==> src/rtl/otter_mem_arbiter_if.sv <==
// Bus bundle between the two requesters (M0 = CPU data port, M1 = DMA/loader),
// the arbiter and the byte-addressable memory data port.
//   slave  : arbiter side (samples requests and memory read data, drives grants,
//            read returns, memory port and conflict counter)
//   master : environment side (requesters plus memory model)
interface otter_mem_arbiter_if;
    // Requester 0
    logic        m0_req;
    logic [31:0] m0_addr;
    logic [31:0] m0_din;
    logic        m0_we;
    logic [1:0]  m0_size;
    logic        m0_sign;
    logic        m0_gnt;
    logic        m0_rvalid;
    logic [31:0] m0_rdata;
    // Requester 1
    logic        m1_req;
    logic [31:0] m1_addr;
    logic [31:0] m1_din;
    logic        m1_we;
    logic [1:0]  m1_size;
    logic        m1_sign;
    logic        m1_gnt;
    logic        m1_rvalid;
    logic [31:0] m1_rdata;
    // Memory data port
    logic [31:0] mem_addr2;
    logic [31:0] mem_din2;
    logic        mem_write2;
    logic        mem_read2;
    logic [1:0]  mem_size;
    logic        mem_sign;
    logic [31:0] mem_dout2;
    // Status
    logic [15:0] conflict_cnt;

    modport slave (
        input  m0_req, m0_addr, m0_din, m0_we, m0_size, m0_sign,
        input  m1_req, m1_addr, m1_din, m1_we, m1_size, m1_sign,
        input  mem_dout2,
        output m0_gnt, m0_rvalid, m0_rdata,
        output m1_gnt, m1_rvalid, m1_rdata,
        output mem_addr2, mem_din2, mem_write2, mem_read2, mem_size, mem_sign,
        output conflict_cnt
    );

    modport master (
        output m0_req, m0_addr, m0_din, m0_we, m0_size, m0_sign,
        output m1_req, m1_addr, m1_din, m1_we, m1_size, m1_sign,
        output mem_dout2,
        input  m0_gnt, m0_rvalid, m0_rdata,
        input  m1_gnt, m1_rvalid, m1_rdata,
        input  mem_addr2, mem_din2, mem_write2, mem_read2, mem_size, mem_sign,
        input  conflict_cnt
    );
endinterface

==> src/rtl/otter_mem_arbiter.sv <==
// Two-requester round-robin arbiter for the OTTER memory data port.
// Writes take one cycle; reads take two (grant cycle + one read-wait cycle in
// which the held address/size/sign are replayed and the read data returned).
// Ports:
//   mem_clk : sole clock, rising edge
//   rst_n   : asynchronous active-low reset
//   bus     : otter_mem_arbiter_if.slave (requests, grants, read returns,
//             memory drive, saturating conflict counter)
// Parameter:
//   RR_INIT : requester treated as last-served after reset (0 -> M1 wins first tie)
module otter_mem_arbiter #(
    parameter bit RR_INIT = 1'b0
) (
    input logic                  mem_clk,
    input logic                  rst_n,
    otter_mem_arbiter_if.slave   bus
);

    typedef enum logic [0:0] {StIdle, StRdWait} state_e;

    state_e      state_q;
    logic        owner_q;
    logic        last_q;
    logic [31:0] a_addr_q;
    logic [1:0]  a_size_q;
    logic        a_sign_q;
    logic [15:0] cnt_q;

    logic        any_req;
    logic        win;       // 1 selects M1
    logic        grant;
    logic        gnt0;
    logic        gnt1;
    logic        deny;
    logic [31:0] w_addr;
    logic [31:0] w_din;
    logic        w_we;
    logic [1:0]  w_size;
    logic        w_sign;

    always_comb begin
        any_req = bus.m0_req | bus.m1_req;
        // On a tie the requester that was not served last wins.
        win     = (bus.m0_req & bus.m1_req) ? ~last_q : bus.m1_req;
        // Grants are forced low while reset is held, even with requests present.
        grant   = (state_q == StIdle) & any_req & rst_n;
        gnt0    = grant & ~win;
        gnt1    = grant & win;
        deny    = (bus.m0_req & ~gnt0) | (bus.m1_req & ~gnt1);

        w_addr  = win ? bus.m1_addr : bus.m0_addr;
        w_din   = win ? bus.m1_din  : bus.m0_din;
        w_we    = win ? bus.m1_we   : bus.m0_we;
        w_size  = win ? bus.m1_size : bus.m0_size;
        w_sign  = win ? bus.m1_sign : bus.m0_sign;
    end

    always_comb begin
        bus.m0_gnt     = gnt0;
        bus.m1_gnt     = gnt1;
        bus.mem_addr2  = a_addr_q;
        bus.mem_size   = a_size_q;
        bus.mem_sign   = a_sign_q;
        bus.mem_din2   = 32'h0;
        bus.mem_write2 = 1'b0;
        bus.mem_read2  = 1'b0;
        bus.m0_rvalid  = 1'b0;
        bus.m1_rvalid  = 1'b0;
        bus.m0_rdata   = 32'h0;
        bus.m1_rdata   = 32'h0;
        bus.conflict_cnt = cnt_q;

        if (grant) begin
            bus.mem_addr2  = w_addr;
            bus.mem_din2   = w_din;
            bus.mem_size   = w_size;
            bus.mem_sign   = w_sign;
            bus.mem_write2 = w_we;
            bus.mem_read2  = ~w_we;
        end

        // Memory holds the slice valid while addr/size/sign are replayed from the
        // held registers, so the return is a straight pass-through.
        if (state_q == StRdWait) begin
            if (owner_q) begin
                bus.m1_rvalid = 1'b1;
                bus.m1_rdata  = bus.mem_dout2;
            end else begin
                bus.m0_rvalid = 1'b1;
                bus.m0_rdata  = bus.mem_dout2;
            end
        end
    end

    always_ff @(posedge mem_clk or negedge rst_n) begin
        if (!rst_n) begin
            state_q  <= StIdle;
            owner_q  <= 1'b0;
            last_q   <= RR_INIT;
            a_addr_q <= 32'h0;
            a_size_q <= 2'b00;
            a_sign_q <= 1'b0;
            cnt_q    <= 16'h0;
        end else begin
            unique case (state_q)
                StIdle: begin
                    if (grant) begin
                        a_addr_q <= w_addr;
                        a_size_q <= w_size;
                        a_sign_q <= w_sign;
                        owner_q  <= win;
                        last_q   <= win;
                        if (!w_we) begin
                            state_q <= StRdWait;
                        end
                    end
                end
                StRdWait: begin
                    state_q <= StIdle;
                end
                default: begin
                    state_q <= StIdle;
                end
            endcase

            // One increment per cycle with any denial, saturating at all-ones.
            if (deny && (cnt_q != 16'hFFFF)) begin
                cnt_q <= cnt_q + 16'd1;
            end
        end
    end

endmodule

==> src/flat_wrapper.sv <==
// flat-port wrapper written by rule: the top's interface ports become plain ports
module otter_mem_arbiter_flat 
#(
    parameter bit RR_INIT = 1'b0
)
  (mem_clk, rst_n, bus_m0_req, bus_m0_addr, bus_m0_din, bus_m0_we, bus_m0_size, bus_m0_sign, bus_m1_req, bus_m1_addr, bus_m1_din, bus_m1_we, bus_m1_size, bus_m1_sign, bus_mem_dout2, bus_m0_gnt, bus_m0_rvalid, bus_m0_rdata, bus_m1_gnt, bus_m1_rvalid, bus_m1_rdata, bus_mem_addr2, bus_mem_din2, bus_mem_write2, bus_mem_read2, bus_mem_size, bus_mem_sign, bus_conflict_cnt);
  otter_mem_arbiter_if bus_i ();
  input logic mem_clk;
  input logic rst_n;
  input wire logic [$bits(bus_i.m0_req)-1:0] bus_m0_req;
  input wire logic [$bits(bus_i.m0_addr)-1:0] bus_m0_addr;
  input wire logic [$bits(bus_i.m0_din)-1:0] bus_m0_din;
  input wire logic [$bits(bus_i.m0_we)-1:0] bus_m0_we;
  input wire logic [$bits(bus_i.m0_size)-1:0] bus_m0_size;
  input wire logic [$bits(bus_i.m0_sign)-1:0] bus_m0_sign;
  input wire logic [$bits(bus_i.m1_req)-1:0] bus_m1_req;
  input wire logic [$bits(bus_i.m1_addr)-1:0] bus_m1_addr;
  input wire logic [$bits(bus_i.m1_din)-1:0] bus_m1_din;
  input wire logic [$bits(bus_i.m1_we)-1:0] bus_m1_we;
  input wire logic [$bits(bus_i.m1_size)-1:0] bus_m1_size;
  input wire logic [$bits(bus_i.m1_sign)-1:0] bus_m1_sign;
  input wire logic [$bits(bus_i.mem_dout2)-1:0] bus_mem_dout2;
  output wire logic [$bits(bus_i.m0_gnt)-1:0] bus_m0_gnt;
  output wire logic [$bits(bus_i.m0_rvalid)-1:0] bus_m0_rvalid;
  output wire logic [$bits(bus_i.m0_rdata)-1:0] bus_m0_rdata;
  output wire logic [$bits(bus_i.m1_gnt)-1:0] bus_m1_gnt;
  output wire logic [$bits(bus_i.m1_rvalid)-1:0] bus_m1_rvalid;
  output wire logic [$bits(bus_i.m1_rdata)-1:0] bus_m1_rdata;
  output wire logic [$bits(bus_i.mem_addr2)-1:0] bus_mem_addr2;
  output wire logic [$bits(bus_i.mem_din2)-1:0] bus_mem_din2;
  output wire logic [$bits(bus_i.mem_write2)-1:0] bus_mem_write2;
  output wire logic [$bits(bus_i.mem_read2)-1:0] bus_mem_read2;
  output wire logic [$bits(bus_i.mem_size)-1:0] bus_mem_size;
  output wire logic [$bits(bus_i.mem_sign)-1:0] bus_mem_sign;
  output wire logic [$bits(bus_i.conflict_cnt)-1:0] bus_conflict_cnt;
  assign bus_i.m0_req = bus_m0_req;
  assign bus_i.m0_addr = bus_m0_addr;
  assign bus_i.m0_din = bus_m0_din;
  assign bus_i.m0_we = bus_m0_we;
  assign bus_i.m0_size = bus_m0_size;
  assign bus_i.m0_sign = bus_m0_sign;
  assign bus_i.m1_req = bus_m1_req;
  assign bus_i.m1_addr = bus_m1_addr;
  assign bus_i.m1_din = bus_m1_din;
  assign bus_i.m1_we = bus_m1_we;
  assign bus_i.m1_size = bus_m1_size;
  assign bus_i.m1_sign = bus_m1_sign;
  assign bus_i.mem_dout2 = bus_mem_dout2;
  assign bus_m0_gnt = bus_i.m0_gnt;
  assign bus_m0_rvalid = bus_i.m0_rvalid;
  assign bus_m0_rdata = bus_i.m0_rdata;
  assign bus_m1_gnt = bus_i.m1_gnt;
  assign bus_m1_rvalid = bus_i.m1_rvalid;
  assign bus_m1_rdata = bus_i.m1_rdata;
  assign bus_mem_addr2 = bus_i.mem_addr2;
  assign bus_mem_din2 = bus_i.mem_din2;
  assign bus_mem_write2 = bus_i.mem_write2;
  assign bus_mem_read2 = bus_i.mem_read2;
  assign bus_mem_size = bus_i.mem_size;
  assign bus_mem_sign = bus_i.mem_sign;
  assign bus_conflict_cnt = bus_i.conflict_cnt;
  otter_mem_arbiter #(.RR_INIT(RR_INIT)) u_core (.mem_clk(mem_clk), .rst_n(rst_n), .bus(bus_i));
endmodule
==> config.mk <==
export PLATFORM = sky130hd
export DESIGN_NAME = otter_mem_arbiter_flat
export DESIGN_NICKNAME = d
export VERILOG_FILES = /design/src/rtl/otter_mem_arbiter_if.sv /design/src/rtl/otter_mem_arbiter.sv /design/src/flat_wrapper.sv
export SDC_FILE = /design/constraint.sdc
export NUM_CORES = 1
export LEC_CHECK = 0
export CORE_AREA = 2 2 125 127
export DETAILED_ROUTE_END_ITERATION = 16
export DIE_AREA = 0 0 127 129
export PLACE_DENSITY_LB_ADDON = 0.25
export SLEW_MARGIN = 20
export SYNTH_ARGS = -nofsm -noshare
export SYNTH_HDL_FRONTEND = slang
export SYNTH_SLANG_ARGS = --single-unit
==> constraint.sdc <==
create_clock -name mem_clk -period 2.39 [get_ports mem_clk]
set_clock_uncertainty 0.1 [all_clocks]
set_input_delay 0.3585 -clock mem_clk [delete_from_list [all_inputs] [get_ports mem_clk]]
set_output_delay 0.3585 -clock mem_clk [all_outputs]
set_load 0.05 [all_outputs]
======== Yosys cells after proc, flatten, opt, wreduce, memory -nomap -nowiden ========
Index checks and enable logic that the tools add are counted.
W data, S select, Z words.
word-level totals
  input port bits ......................... 172
  flip-flop bits (word level) ............. 53
  output and inout port bits .............. 153
  word-level logic and storage cells ...... 48
cells by class
  bitwise logic cells ..................... 15
  $add $sub $neg .......................... 1
  reductions and logical operators ........ 2
  mux-type cells .......................... 23
  equal/unequal tests ..................... 1
operators by type and width
  cell                     count
  $mux W32                 8
  $add A16 B1 Y16 const B  1
  $ne A16 B16 Y1 const B   1
  $mux W1                  12
  $and A1 B1 Y1            7
  $not A1 Y1               6
  $mux W2                  2
  $or A1 B1 Y1             2
  $pmux W1 S2              1
  $reduce_and A2 Y1        1
  $logic_and A1 B1 Y1      1

======== Depth between registers and ports, before layout ========
  depth after elaboration ................. 8
  gate-level depth with buffers ........... 7
  mapped depth without buffers ............ 5

======== Worst setup path before layout ========
No wires, ideal clock.
  path kind ............................... reg2out
  start ................................... register u_core.state_q
  end ..................................... output port bus_mem_din2[22]
  stages on the path, launching flop included .. 5
  setup slack ............................. -0.036 ns
  path buffers ............................ 1
  data required time ...................... 1.932 ns
  arrival time ............................ 1.967 ns
  path through ............................ dfrtp_1 > nor2b_2 > o211a_1 > clkbuf_1 > a22o_1
between the ends
  word-level cells in the longest chain between the ends .. 4
RTL lines
  element                      RTL line                  RTL
  start: declaration           otter_mem_arbiter.sv:21   state_e state_q;
  start signal: assignment     otter_mem_arbiter.sv:97   state_q <= StIdle;
  start signal: assignment     otter_mem_arbiter.sv:114  state_q <= StRdWait;
  start signal: assignment     otter_mem_arbiter.sv:119  state_q <= StIdle;
  $not A1 Y1                   otter_mem_arbiter.sv:46   grant = (state_q == StIdle) & any_req & rst_n;
  $and A1 B1 Y1 (2 in series)  otter_mem_arbiter.sv:46
  $mux W32                     otter_mem_arbiter.sv:73   if (grant) begin
  end: declaration             flat_wrapper.sv:30        output wire logic [$bits(bus_i.mem_din2)-1:0] bus_mem_din2;
No other way between the ends.

======== Final worst setup path ========
  start ................................... input port bus_m0_req
  end ..................................... output port bus_mem_addr2[7]
between the ends
  word-level cells in the longest chain between the ends .. 4
  elaborated cells on any way between the ends .. 7
  those cells by class .................... mux: 3; bitwise: 4
RTL lines
  element                                        RTL line                                          RTL
  start: declaration                             flat_wrapper.sv:10                                input wire logic [$bits(bus_i.m0_req)-1:0] bus_m0_req;
  $and A1 B1 Y1 or $or A1 B1 Y1 (tied branches)  otter_mem_arbiter.sv:44, otter_mem_arbiter.sv:42
  $mux W1 or $and A1 B1 Y1 (tied branches)       otter_mem_arbiter.sv:44, otter_mem_arbiter.sv:46
  $mux W32 or $and A1 B1 Y1 (tied branches)      otter_mem_arbiter.sv:51, otter_mem_arbiter.sv:46
  $mux W32 *                                     otter_mem_arbiter.sv:73
  end: declaration                               flat_wrapper.sv:29                                output wire logic [$bits(bus_i.mem_addr2)-1:0] bus_mem_addr2;
Mark *: on every way between the ends. The rest lies on a longest branch, timed or not.

==> summary.txt <==
Status
  • Status: completed

Route
  • DRT Wirelength: 15.75 mm
  • DRT antenna net count: 0
  • Routed len/inst: 17.36 um
  • First DRT Iteration DRCs: 180
  • TritonRoute pass-1 iters: 4
  • Vias/cell: roughly 4.6
  • DR vias: 4131
  • DRC: 0

Timing
  • Fin. max-slew vios: 0
  • Final period util: 98.33%
  • RSZ-0062 raised after global routing: true
  • Slew margin rel.: 53.60%
  • Max Fclk: 425.5 MHz
  • Final setup vio count: 0
  • Hold Fails Final Rpt: 0
  • Period minus WS final: 2350 ps
  • Worst-Margin Slew: 696.1 ps
  • Total negative slack: 0 ps

Placement
  • Placed insts: 896
  • HPWL Detailed: roughly 13 mm
  • Final GP Congestion: 0.8633
  • I/O Buffers: roughly 320

Floorplanning
  • Starting Density: 21.91%
  • Die X: 127 um
  • Site row count: 45
  • Die Span Y: between 100 and 150 um
  • I/O pins: 325
  • Total die area: 0.01638 mm2
  • Core area: 0.01498 mm2

Cells and area
  • Final #Nets: 891
  • Core Util, Final: 57.07%
  • Filler cell count: 1266
  • Layout cell share with drive strength beyond 1: 27.12%
  • Multi-input gate area: 0.001881 mm2
  • Area delta synth->final: 160.4%
  • Final Non-Filler Cells: about 910
  • Flip-flop and latch area: 0.001326 mm2
  • ANT cells: 0

Yosys
  • Largest area contributor in the netlist: dfrtp_1
  • Flops & latches, synth: 53
  • Post-synthesis sequential area ratio: 40.41%
  • Post-Syn Area per Cell: 8.502 um2
  • Most common cell in the netlist: nand2_1
  • Synth top cells by count: nand2_1 (111), dfrtp_1 (53), a22oi_1 (35), and2_1 (35), and3_1 (35)
  • Top FF cell, synth: dfrtp_1
  • Synth top area share: roughly two fifths
  • Synth area leaders: dfrtp_1 (40%), nand2_1 (13%), a22o_1 (8.5%)
  • Async SR Flop Fraction: 100.0%
  • Post-synth EDFFs: 0
  • Yosys warnings: 0
  • Syn_nets: about 560
  • Synthesized instance count: 386
  • Post-Synthesis Cell Area: 0.003282 mm2
  • Netlist cell types: 33

Pwr
  • Pleak: 0.003903 uW
  • Worst VDD drop: 329.6 uV
  • Power Density: 613.8 mW/mm2
  • Power, Total: 5246 uW

CTS
  • Root Buffer: clkbuf_16
  • Clock transition at path regs: 70 ps
  • Cts bufs inserted: 5
  • Post-CTS Hold Fix Bufs: 0
  • CTS tree: yes
  • Sink Count: 53
  • Clock Latency Late Sink: 290 ps
  • H-tree Lvls: 2
  • CTS Buffer Depth: 2

Worst setup path
  • Worst-path maximum fanout: 27
  • CP max-delay cell: clkdlybuf4s50_1
  • CP Capture Type: output port
  • CP bufs+invs: 3
  • Crit Path Class: input port to output port
  • Data required time of the worst path: 1930 ps
  • Crit path top cell by count: buf_12
  • Crit path max-delay family: buffers and inverters
  • Critical-path cell list: clkdlybuf4s50_1, a21boi_2, and2_4, buf_12, a22oi_1, nand2_1, buf_12
  • Critical R2R Launch: u_core.bus.conflict_cnt[0]$_DFFE_PN0P_
  • Crit path from: bus_m0_req
  • Startpoint types: input port
  • Slowest Stage Delay on Critical Path: 510 ps
  • Critical Path AT: 1890 ps

Global routing
  • Initial antenna violation count: 0
  • Vias in the first global route: 4181
  • Congestion Overflow GR: 0
  • First-pass GRT wire length: 23.58 mm
  • Overall Global Routing Usage: approximately 18%
  • Largest net degree at the start of global routing: 54

Hold path
  • Worst hold path class: input port to asynchronous set/reset pin

Run
  • Max-cap violations: 0
[timing repair]
item                                    in CTS  in global routing
endpoints found under the setup margin      68                 32
setup buffers                                1                  0
gates cloned                                 1                  1
gates resized for setup                      6                  8
[cells in the final DEF (no fill, tap or decap), drive strengths merged, types with 2 or more instances in the layout]
cell type,Yosys,routed
nand2,111,111
nor4,5,5
nor3b,2,2
a22oi,35,35
xor2,15,15
and2,35,35
nor2,3,3
clkdlybuf4s50,0,185
a22o,32,32
nor3,6,6
inv,2,2
buf,13,168
and3,35,35
nand4,5,5
nor2b,4,4
dfrtp,53,53
clkbuf,18,7
clkinv,0,2
[through the flow]
stage	cell area, um2	setup slack, ps	hold WS (ps)
global placement	8262	-59.66	344.0
CTS	8476	18.75	166.4
detailed placement	8262	-164.6	350.2
finish	8547	40.03	120.8
floorplan	3283	97.54	-37.09
global route	8547	-32.34	191.2
[worst paths after layout]
path | slack (ps) | endpoint | depth (start not counted)
max in group asynchronous | 1590 | u_core.a_size_q[1]$_DFFE_PN0N_ | 2
min reg2reg | 360 | u_core.a_addr_q[3]$_DFFE_PN0N_ | 2
max | 40 | bus_mem_addr2[7] | 7
min in group mem_clk | 360 | u_core.a_addr_q[3]$_DFFE_PN0N_ | 2
min | 120 | u_core.bus.conflict_cnt[15]$_DFFE_PN0P_ | 2
max reg2reg | 480 | u_core.bus.conflict_cnt[9]$_DFFE_PN0P_ | 5
[registers in the layout (all words and copies together), names as in the netlist]
register and count:
u_core.a_sign_q 1, u_core.a_addr_q 32, u_core.bus.conflict_cnt 16, u_core.a_size_q 2, u_core.owner_q 1, u_core.state_q 1
[layout make-up]
cell class,count,area share [%]
Multi-Input combinational cell,300,22.00
Timing Repair Buffer,356,57.85
Sequential cell,53,15.52
Clock buffer,6,1.625
Clock inverter,2,0.1610
Inverter,2,0.08783
Tap cell,188,2.752
[kinds of logic after synthesis]
family / after synthesis / synth area share, %
flops: 53 / 40.41
mux: 2 / 0.6481
buf+inv: 33 / 4.651
simple gates: 209 / 31.87
xor+xnor: 15 / 4.003
fa+ha+maj: 2 / 0.7243
compound gates: 72 / 17.69
[power breakdown]
part           internal [uW]  switching [uW]  total [uW]
sequential              1110             159        1270
combinational           1470            1770        3230
clock                    418             329         746
total                   2990            2260        5250
[per-layer routing]
layer	global-route usage, %	part of all wire, %	up-vias
met5	0	0	-
met4	2.069	0.50	0
met3	3.950	7.3	6
met2	34.54	53	178
met1	21.76	40	1939
li1	-	-	2008
(Power assumes the default switching activity.)
